--- src/rtl/bayer_gen_pkg.sv ---
// Shared types and constants for the synthetic Bayer stream source.
package bayer_gen_pkg;

   localparam int unsigned PIX_W   = 12;
   localparam int unsigned COORD_W = 11;
   localparam int unsigned MODE_W  = 2;
   localparam int unsigned FCNT_W  = 16;

   typedef logic [PIX_W-1:0]   pix_t;
   typedef logic [COORD_W-1:0] coord_t;
   typedef logic [MODE_W-1:0]  mode_t;

   typedef enum logic [1:0] {
      IDLE   = 2'd0,
      ACTIVE = 2'd1,
      HBLANK = 2'd2,
      VBLANK = 2'd3
   } state_e;

   localparam mode_t MODE_FLAT  = 2'd0;
   localparam mode_t MODE_RAMP  = 2'd1;
   localparam mode_t MODE_BAR   = 2'd2;
   localparam mode_t MODE_CHECK = 2'd3;

   // One output beat of the raw stream: value, valid and coordinates.
   typedef struct packed {
      pix_t   data;
      logic   dval;
      coord_t x;
      coord_t y;
   } pix_beat_t;

endpackage

--- src/rtl/bayer_stream_gen_if.sv ---
// Raw pixel stream as delivered by the sensor front end.
interface bayer_stream_gen_if;
   import bayer_gen_pkg::*;

   pix_t   oDATA;
   logic   oDVAL;
   coord_t oX_Cont;
   coord_t oY_Cont;

   modport master (output oDATA, output oDVAL, output oX_Cont, output oY_Cont);
   modport slave  (input  oDATA, input  oDVAL, input  oX_Cont, input  oY_Cont);

endinterface

--- src/rtl/bayer_pattern_calc.sv ---
// Combinational test-pattern value for one pixel; constant over each 2x2 cell.
module bayer_pattern_calc
   import bayer_gen_pkg::*;
#(
   parameter int unsigned H_ACTIVE = 640
) (
   input  mode_t  mode,
   input  pix_t   level,
   input  coord_t x,
   input  coord_t y,
   output pix_t   pix_c
);

   localparam coord_t X_HALF = COORD_W'(H_ACTIVE / 2);

   // Only bit 4 of the row takes part in the checker pattern.
   logic unused_y;
   assign unused_y = ^{y[COORD_W-1:5], y[3:0]};

   // Pattern select; ramp drops x[0] so both columns of a cell match.
   always_comb begin
      pix_c = '0;
      case (mode)
         MODE_FLAT:  pix_c = level;
         MODE_RAMP:  pix_c = {x[COORD_W-1:1], 2'b00};
         MODE_BAR:   pix_c = (x < X_HALF) ? '0 : level;
         MODE_CHECK: pix_c = (x[4] ^ y[4]) ? level : '0;
         default:    pix_c = '0;
      endcase
   end

endmodule

--- src/rtl/bayer_stream_gen.sv ---
// Synthetic Bayer raw-stream source: frame timing FSM, counters, registered outputs.
module bayer_stream_gen
   import bayer_gen_pkg::*;
#(
   parameter int unsigned H_ACTIVE = 640,
   parameter int unsigned V_ACTIVE = 480,
   parameter int unsigned H_BLANK  = 160,
   parameter int unsigned V_BLANK  = 45
) (
   input  logic               iCLK,
   input  logic               iRST,
   input  logic               iPIX_EN,
   input  logic               iSTART,
   input  logic               iCONT,
   input  mode_t              iMODE,
   input  pix_t               iLEVEL,
   bayer_stream_gen_if.master pix,
   output logic               oBUSY,
   output logic               oDONE,
   output logic [FCNT_W-1:0]  oFRAME_CNT
);

   localparam int unsigned LINE_SLOTS = H_ACTIVE + H_BLANK;
   localparam int unsigned VB_SLOTS   = V_BLANK * LINE_SLOTS;
   localparam int unsigned CNT_MAX    = (VB_SLOTS > H_BLANK) ? VB_SLOTS : H_BLANK;
   localparam int unsigned CNT_W      = (CNT_MAX < 2) ? 1 : $clog2(CNT_MAX);

   localparam logic [CNT_W-1:0] HB_LAST = CNT_W'((H_BLANK == 0) ? 0 : H_BLANK - 1);
   localparam logic [CNT_W-1:0] VB_LAST = CNT_W'((VB_SLOTS == 0) ? 0 : VB_SLOTS - 1);
   localparam coord_t           X_LAST  = COORD_W'(H_ACTIVE - 1);
   localparam coord_t           Y_LAST  = COORD_W'(V_ACTIVE - 1);

   state_e              state_q, state_d;
   coord_t              x_q, x_d;
   coord_t              y_q, y_d;
   logic [CNT_W-1:0]    cnt_q, cnt_d;
   mode_t               mode_q, mode_d;
   pix_t                level_q, level_d;
   logic [FCNT_W-1:0]   fcnt_q, fcnt_d;
   pix_beat_t           beat_q, beat_d;
   logic                busy_q, busy_d;
   logic                done_q, done_d;
   logic                line_end;
   logic                frame_end;
   pix_t                pix_c;

   bayer_pattern_calc #(
      .H_ACTIVE (H_ACTIVE)
   ) u_calc (
      .mode  (mode_q),
      .level (level_q),
      .x     (x_q),
      .y     (y_q),
      .pix_c (pix_c)
   );

   // State register.
   always_ff @(posedge iCLK or negedge iRST) begin
      if (!iRST) state_q <= IDLE;
      else       state_q <= state_d;
   end

   // Next state, counters and output beat; nothing moves without iPIX_EN.
   always_comb begin
      state_d   = state_q;
      x_d       = x_q;
      y_d       = y_q;
      cnt_d     = cnt_q;
      mode_d    = mode_q;
      level_d   = level_q;
      fcnt_d    = fcnt_q;
      beat_d    = beat_q;
      beat_d.dval = 1'b0;
      done_d    = 1'b0;
      line_end  = 1'b0;
      frame_end = 1'b0;

      if (iPIX_EN) begin
         case (state_q)
            IDLE: begin
               if (iSTART) begin
                  mode_d  = iMODE;
                  level_d = iLEVEL;
                  x_d     = '0;
                  y_d     = '0;
                  state_d = ACTIVE;
               end
            end
            ACTIVE: begin
               beat_d.data = pix_c;
               beat_d.dval = 1'b1;
               beat_d.x    = x_q;
               beat_d.y    = y_q;
               if (x_q == X_LAST) begin
                  x_d = '0;
                  if (H_BLANK == 0) begin
                     line_end = 1'b1;
                  end else begin
                     cnt_d   = '0;
                     state_d = HBLANK;
                  end
               end else begin
                  x_d = x_q + COORD_W'(1);
               end
            end
            HBLANK: begin
               if (cnt_q == HB_LAST) line_end = 1'b1;
               else                  cnt_d    = cnt_q + CNT_W'(1);
            end
            VBLANK: begin
               if (cnt_q == VB_LAST) frame_end = 1'b1;
               else                  cnt_d     = cnt_q + CNT_W'(1);
            end
            default: state_d = IDLE;
         endcase

         // End of a line: next row, or vertical blanking / frame end after the last row.
         if (line_end) begin
            if (y_q != Y_LAST) begin
               y_d     = y_q + COORD_W'(1);
               state_d = ACTIVE;
            end else if (VB_SLOTS == 0) begin
               frame_end = 1'b1;
            end else begin
               cnt_d   = '0;
               state_d = VBLANK;
            end
         end

         // End of frame: pulse, count, then restart immediately or go idle.
         if (frame_end) begin
            done_d = 1'b1;
            fcnt_d = fcnt_q + FCNT_W'(1);
            if (iCONT) begin
               mode_d  = iMODE;
               level_d = iLEVEL;
               x_d     = '0;
               y_d     = '0;
               state_d = ACTIVE;
            end else begin
               state_d = IDLE;
            end
         end
      end

      busy_d = (state_d != IDLE);
   end

   // Datapath and output registers.
   always_ff @(posedge iCLK or negedge iRST) begin
      if (!iRST) begin
         x_q     <= '0;
         y_q     <= '0;
         cnt_q   <= '0;
         mode_q  <= '0;
         level_q <= '0;
         fcnt_q  <= '0;
         beat_q  <= '0;
         busy_q  <= 1'b0;
         done_q  <= 1'b0;
      end else begin
         x_q     <= x_d;
         y_q     <= y_d;
         cnt_q   <= cnt_d;
         mode_q  <= mode_d;
         level_q <= level_d;
         fcnt_q  <= fcnt_d;
         beat_q  <= beat_d;
         busy_q  <= busy_d;
         done_q  <= done_d;
      end
   end

   assign pix.oDATA   = beat_q.data;
   assign pix.oDVAL   = beat_q.dval;
   assign pix.oX_Cont = beat_q.x;
   assign pix.oY_Cont = beat_q.y;
   assign oBUSY       = busy_q;
   assign oDONE       = done_q;
   assign oFRAME_CNT  = fcnt_q;

endmodule

--- src/flat_wrapper.sv ---
// flat-port wrapper written by rule: the top's interface ports become plain ports
module bayer_stream_gen_flat import bayer_gen_pkg::*;
#(
   parameter int unsigned H_ACTIVE = 640,
   parameter int unsigned V_ACTIVE = 480,
   parameter int unsigned H_BLANK  = 160,
   parameter int unsigned V_BLANK  = 45
)
  (iCLK, iRST, iPIX_EN, iSTART, iCONT, iMODE, iLEVEL, oBUSY, oDONE, oFRAME_CNT, pix_oDATA, pix_oDVAL, pix_oX_Cont, pix_oY_Cont);
  bayer_stream_gen_if pix_i ();
  input  logic iCLK;
  input  logic iRST;
  input  logic iPIX_EN;
  input  logic iSTART;
  input  logic iCONT;
  input  mode_t iMODE;
  input  pix_t iLEVEL;
  output logic oBUSY;
  output logic oDONE;
  output logic [FCNT_W-1:0] oFRAME_CNT;
  output wire logic [$bits(pix_i.oDATA)-1:0] pix_oDATA;
  output wire logic [$bits(pix_i.oDVAL)-1:0] pix_oDVAL;
  output wire logic [$bits(pix_i.oX_Cont)-1:0] pix_oX_Cont;
  output wire logic [$bits(pix_i.oY_Cont)-1:0] pix_oY_Cont;
  assign pix_oDATA = pix_i.oDATA;
  assign pix_oDVAL = pix_i.oDVAL;
  assign pix_oX_Cont = pix_i.oX_Cont;
  assign pix_oY_Cont = pix_i.oY_Cont;
  bayer_stream_gen #(.H_ACTIVE(H_ACTIVE), .V_ACTIVE(V_ACTIVE), .H_BLANK(H_BLANK), .V_BLANK(V_BLANK)) u_core (.iCLK(iCLK), .iRST(iRST), .iPIX_EN(iPIX_EN), .iSTART(iSTART), .iCONT(iCONT), .iMODE(iMODE), .iLEVEL(iLEVEL), .pix(pix_i), .oBUSY(oBUSY), .oDONE(oDONE), .oFRAME_CNT(oFRAME_CNT));
endmodule
--- config.mk ---
export PLATFORM = sky130hd
export DESIGN_NAME = bayer_stream_gen_flat
export DESIGN_NICKNAME = d
export VERILOG_FILES = /design/src/rtl/bayer_gen_pkg.sv /design/src/rtl/bayer_stream_gen_if.sv /design/src/rtl/bayer_pattern_calc.sv /design/src/rtl/bayer_stream_gen.sv /design/src/flat_wrapper.sv
export SDC_FILE = /design/constraint.sdc
export NUM_CORES = 1
export LEC_CHECK = 0
export ABC_CLOCK_PERIOD_IN_PS = 3900
export CORE_MARGIN = 2
export CORE_UTILIZATION = 60
export DETAILED_ROUTE_END_ITERATION = 7
export PLACE_DENSITY_LB_ADDON = 0.1
export SYNTH_ARGS = -nofsm -noshare
export SYNTH_HDL_FRONTEND = slang
export SYNTH_HIERARCHICAL = 1
export SYNTH_SLANG_ARGS = --single-unit
--- constraint.sdc ---
create_clock -name iCLK -period 3.9 [get_ports iCLK]
set_clock_uncertainty 0.1 [all_clocks]
set_input_delay 0.78 -clock iCLK [delete_from_list [all_inputs] [get_ports iCLK]]
set_output_delay 0.78 -clock iCLK [all_outputs]
set_load 0.03 [all_outputs]
==> impl_metrics.yaml <==
run_status:
  status: "complete, no violations"
logic_synthesis:
  synth_xor_area_frac: 0.02893
  synth_top_family_by_area: "simple AND/OR/NAND/NOR gates"
  yosys.area_share.simple: 0.2409
  synth_seq_cells: 107
  avgSynthCellArea_um2: 9.283
  async_flop_share: 1.000
  ys_top_cells_by_area: "dfrtp_1, nand2_1, mux2_2, o21ai_0, nand4_1"
  yosysUniqueCellTypes: 63
  postSynthCellCount: 587
  synth_top_area_frac: 0.4914
  ys_warn_count: 6
  synth_compound_area_frac: 0.1571
  syn_area_um2: 5449
  syn_nets: 610
  synth_seq_area_share: 0.4914
  synthMuxAreaShare: 0.04248
  synth_edf_count: 0
  synthAdderAreaFrac: 0.009185
  synth_flop_cell: "dfrtp_1"
  synth.largest_area_cell: "dfrtp_1"
sta:
  period_share: 0.7466
  slew_violations: 0
  period_needed_ps: 2912
  timing.fmax_mhz: 343.5
  finalHoldViolCount: 0
  relSlewSlack: 0.4177
  tns_ps: 0
  setup_ws_ps: 988.4
  setup_viol: 0
  worst_pin_slew_ps: 873.4
  rsz0062_at_grt: "false"
job:
  drv_cap: 0
power:
  p_sw_w: 0.001239
  peakVddDrop_mv: 0.3550
  p_clk_frac: 0.200
  p_leak_nw: 2.824
  p_per_area_nw_per_um2: 523.0
  p_int_w: 0.002132
  combPwrFrac: 0.335
  pwr-share-seq: 0.465
  switching_share: 0.3676
worst_hold_path:
  hold_class: "input port to async pin"
finish:
  nets: 673
  num-fill-cells: 698
  syn_to_final_growth_pct: 18.30
  multiInputGateArea_um2: 2608
  diodes: 0
  drive_gt1_frac: 0.07634
  seq_area_um2: 2678
critical_path:
  cp_top_family: "simple AND/OR/NAND/NOR gates"
  end_kind: "register"
  slowest_stage: "nor3_1"
  crit_path_max_fanout: 8
  crit_type: "register to register"
  start_kind: "register"
  worst_path_largest_cell_delay_ps: 690
  critPathLaunch: "u_core/cnt_q[8]"
  rr_endpoint: "u_core/y_q[5]"
  reg2reg_depth: 5
  reg2reg_slack_ps: 990
  path_buf_inv: 0
  cp_data_arrival_time_ps: 3080
  path_cells: "or4_4 -> nor3_1 -> nand3_1 -> or2_2 -> o311ai_1"
  r2r_start: "u_core/cnt_q[8]"
  crit_required_ps: 4070
clocking:
  h-tree-depth: 3
  clock_latency_ps: 370
  cts_hold_buf: 0
  cts_buffers: 9
  post_cts_resized: 0
  clkTransAtPathRegs_ps: 100
  clock_sinks: 107
  cts_buffer_depth: 2
  cts_tree: "built"
  cts-root-buf: "clkbuf_8"
  post_cts_buffers: 0
route:
  wl_mm: 12.89
  drt_iter0_drc: 415
  drt-pass1-iter-count: 5
  drc: 0
  post_drt_wl_per_cell_um: 16.89
  vias: 4826
  drtAntennaViolNets: 0
  avgViaCountPerCell: 6.325
grt:
  grt_pass1_wl_mm: 22.25
  grt_start_max_net_pins: 108
  antenna_found_initial: 0
  grt.overflow.total: 0
  grt_use_total: 0.2763
  grt_pass1_vias: 4584
floorplanning:
  die-width_um: 99.30
  fp-row-count: 34
  ioPinCount: 72
  core_um2: 8763
  initial_utilization: 0.6218
  die_h_um: 99.30
  die-area_um2: 9860
placement:
  io_buffers: 71
  dp_slack_ps: 962.3
  post-dp-hpwl_mm: 9.011
  gp_congestion: 0.9395
-- cell families after synthesis --
group / count (synthesis)
flops: 107
xor+xnor: 18
simple gates: 269
buf+inv: 39
fa+ha+maj: 4
mux: 21
compound gates: 129
-- per-stage QoR --
step	hold slack [ps]	cells	area (µm²)	total power (W)	util
floorplan	372.7	587	5449	0.002290	-
global placement	356.1	747	6250	0.002670	0.7132
detailed placement	361.7	747	6250	0.002709	0.7132
CTS	386.1	763	6446	0.003387	0.7356
global route	416.6	763	6446	0.003577	0.7356
finish	333.6	763	6446	0.003371	0.7356
-- metal layers --
layer | global-route usage | part of all wire | vias up
li1 | - | - | 2242
met1 | 0.3842 | 0.43 | 2317
met2 | 0.4444 | 0.48 | 236
met3 | 0.05271 | 0.072 | 31
met4 | 0.08535 | 0.017 | 0
met5 | 0 | 0 | -
-- flip-flops by register name (all words and copies together), names as in the netlist --
name                flops
u_core/cnt_q           16
u_core/oFRAME_CNT      16
u_core/level_q         12
u_core/pix.oDATA       12
u_core/pix.oX_Cont     11
u_core/pix.oY_Cont     11
u_core/x_q             11
u_core/y_q             11
u_core/mode_q           2
u_core/state_q          2
u_core/oBUSY            1
u_core/oDONE            1
u_core/pix.oDVAL        1
-- final cells by class --
type | count | area share
clock inverters | 3 | 0.007376
flip-flops and latches | 107 | 0.4154
multi-input cells | 441 | 0.4045
repair buffers | 80 | 0.1223
clock buffers | 13 | 0.02310
inverters | 11 | 0.006405
well taps | 108 | 0.02096
-- cells in the final DEF (no fill, tap or decap), drive strengths merged, types with 10 or more instances in the layout --
master	Yosys	final
nand2	126	126
nor2	29	29
dfrtp	107	107
a21oi	22	22
a31oi	16	16
nor3	12	12
o21ai	31	31
mux2	17	17
a32oi	10	10
and3	11	11
clkdlybuf4s50	0	70
nand3	26	26
buf	8	10
clkbuf	20	13
nand4	21	21
inv	10	10
nand2b	14	14
xnor2	11	11
-- power groups by stage --
| stage | logic, W | clock network (W) | registers [W] |
|---|---|---|---|
| after floorplan | 0.000618 | 0 | 0.00167 |
| after global placement | 0.00110 | 0 | 0.00157 |
| after detailed placement | 0.00113 | 0 | 0.00158 |
| after CTS | 0.00113 | 0.000694 | 0.00156 |
| after global routing | 0.00124 | 0.000737 | 0.00160 |
| final | 0.00113 | 0.000673 | 0.00157 |
-- worst max path at each step --
stage                     to  slack [ps]  depth (start not counted)
2_1_floorplan  u_core/y_q[7]        1270                          6
3_3_place_gp   u_core/y_q[5]        1050                          5
3_5_place_dp   u_core/x_q[9]         960                          7
4_1_cts        u_core/y_q[5]        1010                          5
5_1_grt        u_core/y_q[5]         860                          5
6_report       u_core/y_q[5]         990                          5
-- cells in the mapped netlist, types with 3 or more instances --
| master | instances |
|---|---|
| dfrtp_1 | 107 |
| nor2_1 | 28 |
| o21ai_0 | 29 |
| nor3_1 | 12 |
| or4_1 | 3 |
| mux2_2 | 17 |
| xnor2_1 | 11 |
| a31oi_1 | 16 |
| a21o_1 | 5 |
| a41oi_1 | 4 |
| a32oi_1 | 10 |
| nand4_1 | 21 |
| buf_2 | 4 |
| and2_1 | 6 |
| o22ai_1 | 3 |
| nor3b_1 | 3 |
| a21oi_1 | 22 |
| nand2b_1 | 14 |
| inv_1 | 10 |
| o21a_1 | 5 |
| nand2_1 | 126 |
| clkbuf_1 | 19 |
| mux2i_1 | 4 |
| a22o_1 | 8 |
| nand3_1 | 26 |
| and3_1 | 11 |
| o31ai_1 | 6 |
| xor2_1 | 7 |
| o211ai_1 | 5 |
| ha_1 | 4 |
Power figures use the tool's default switching activity.
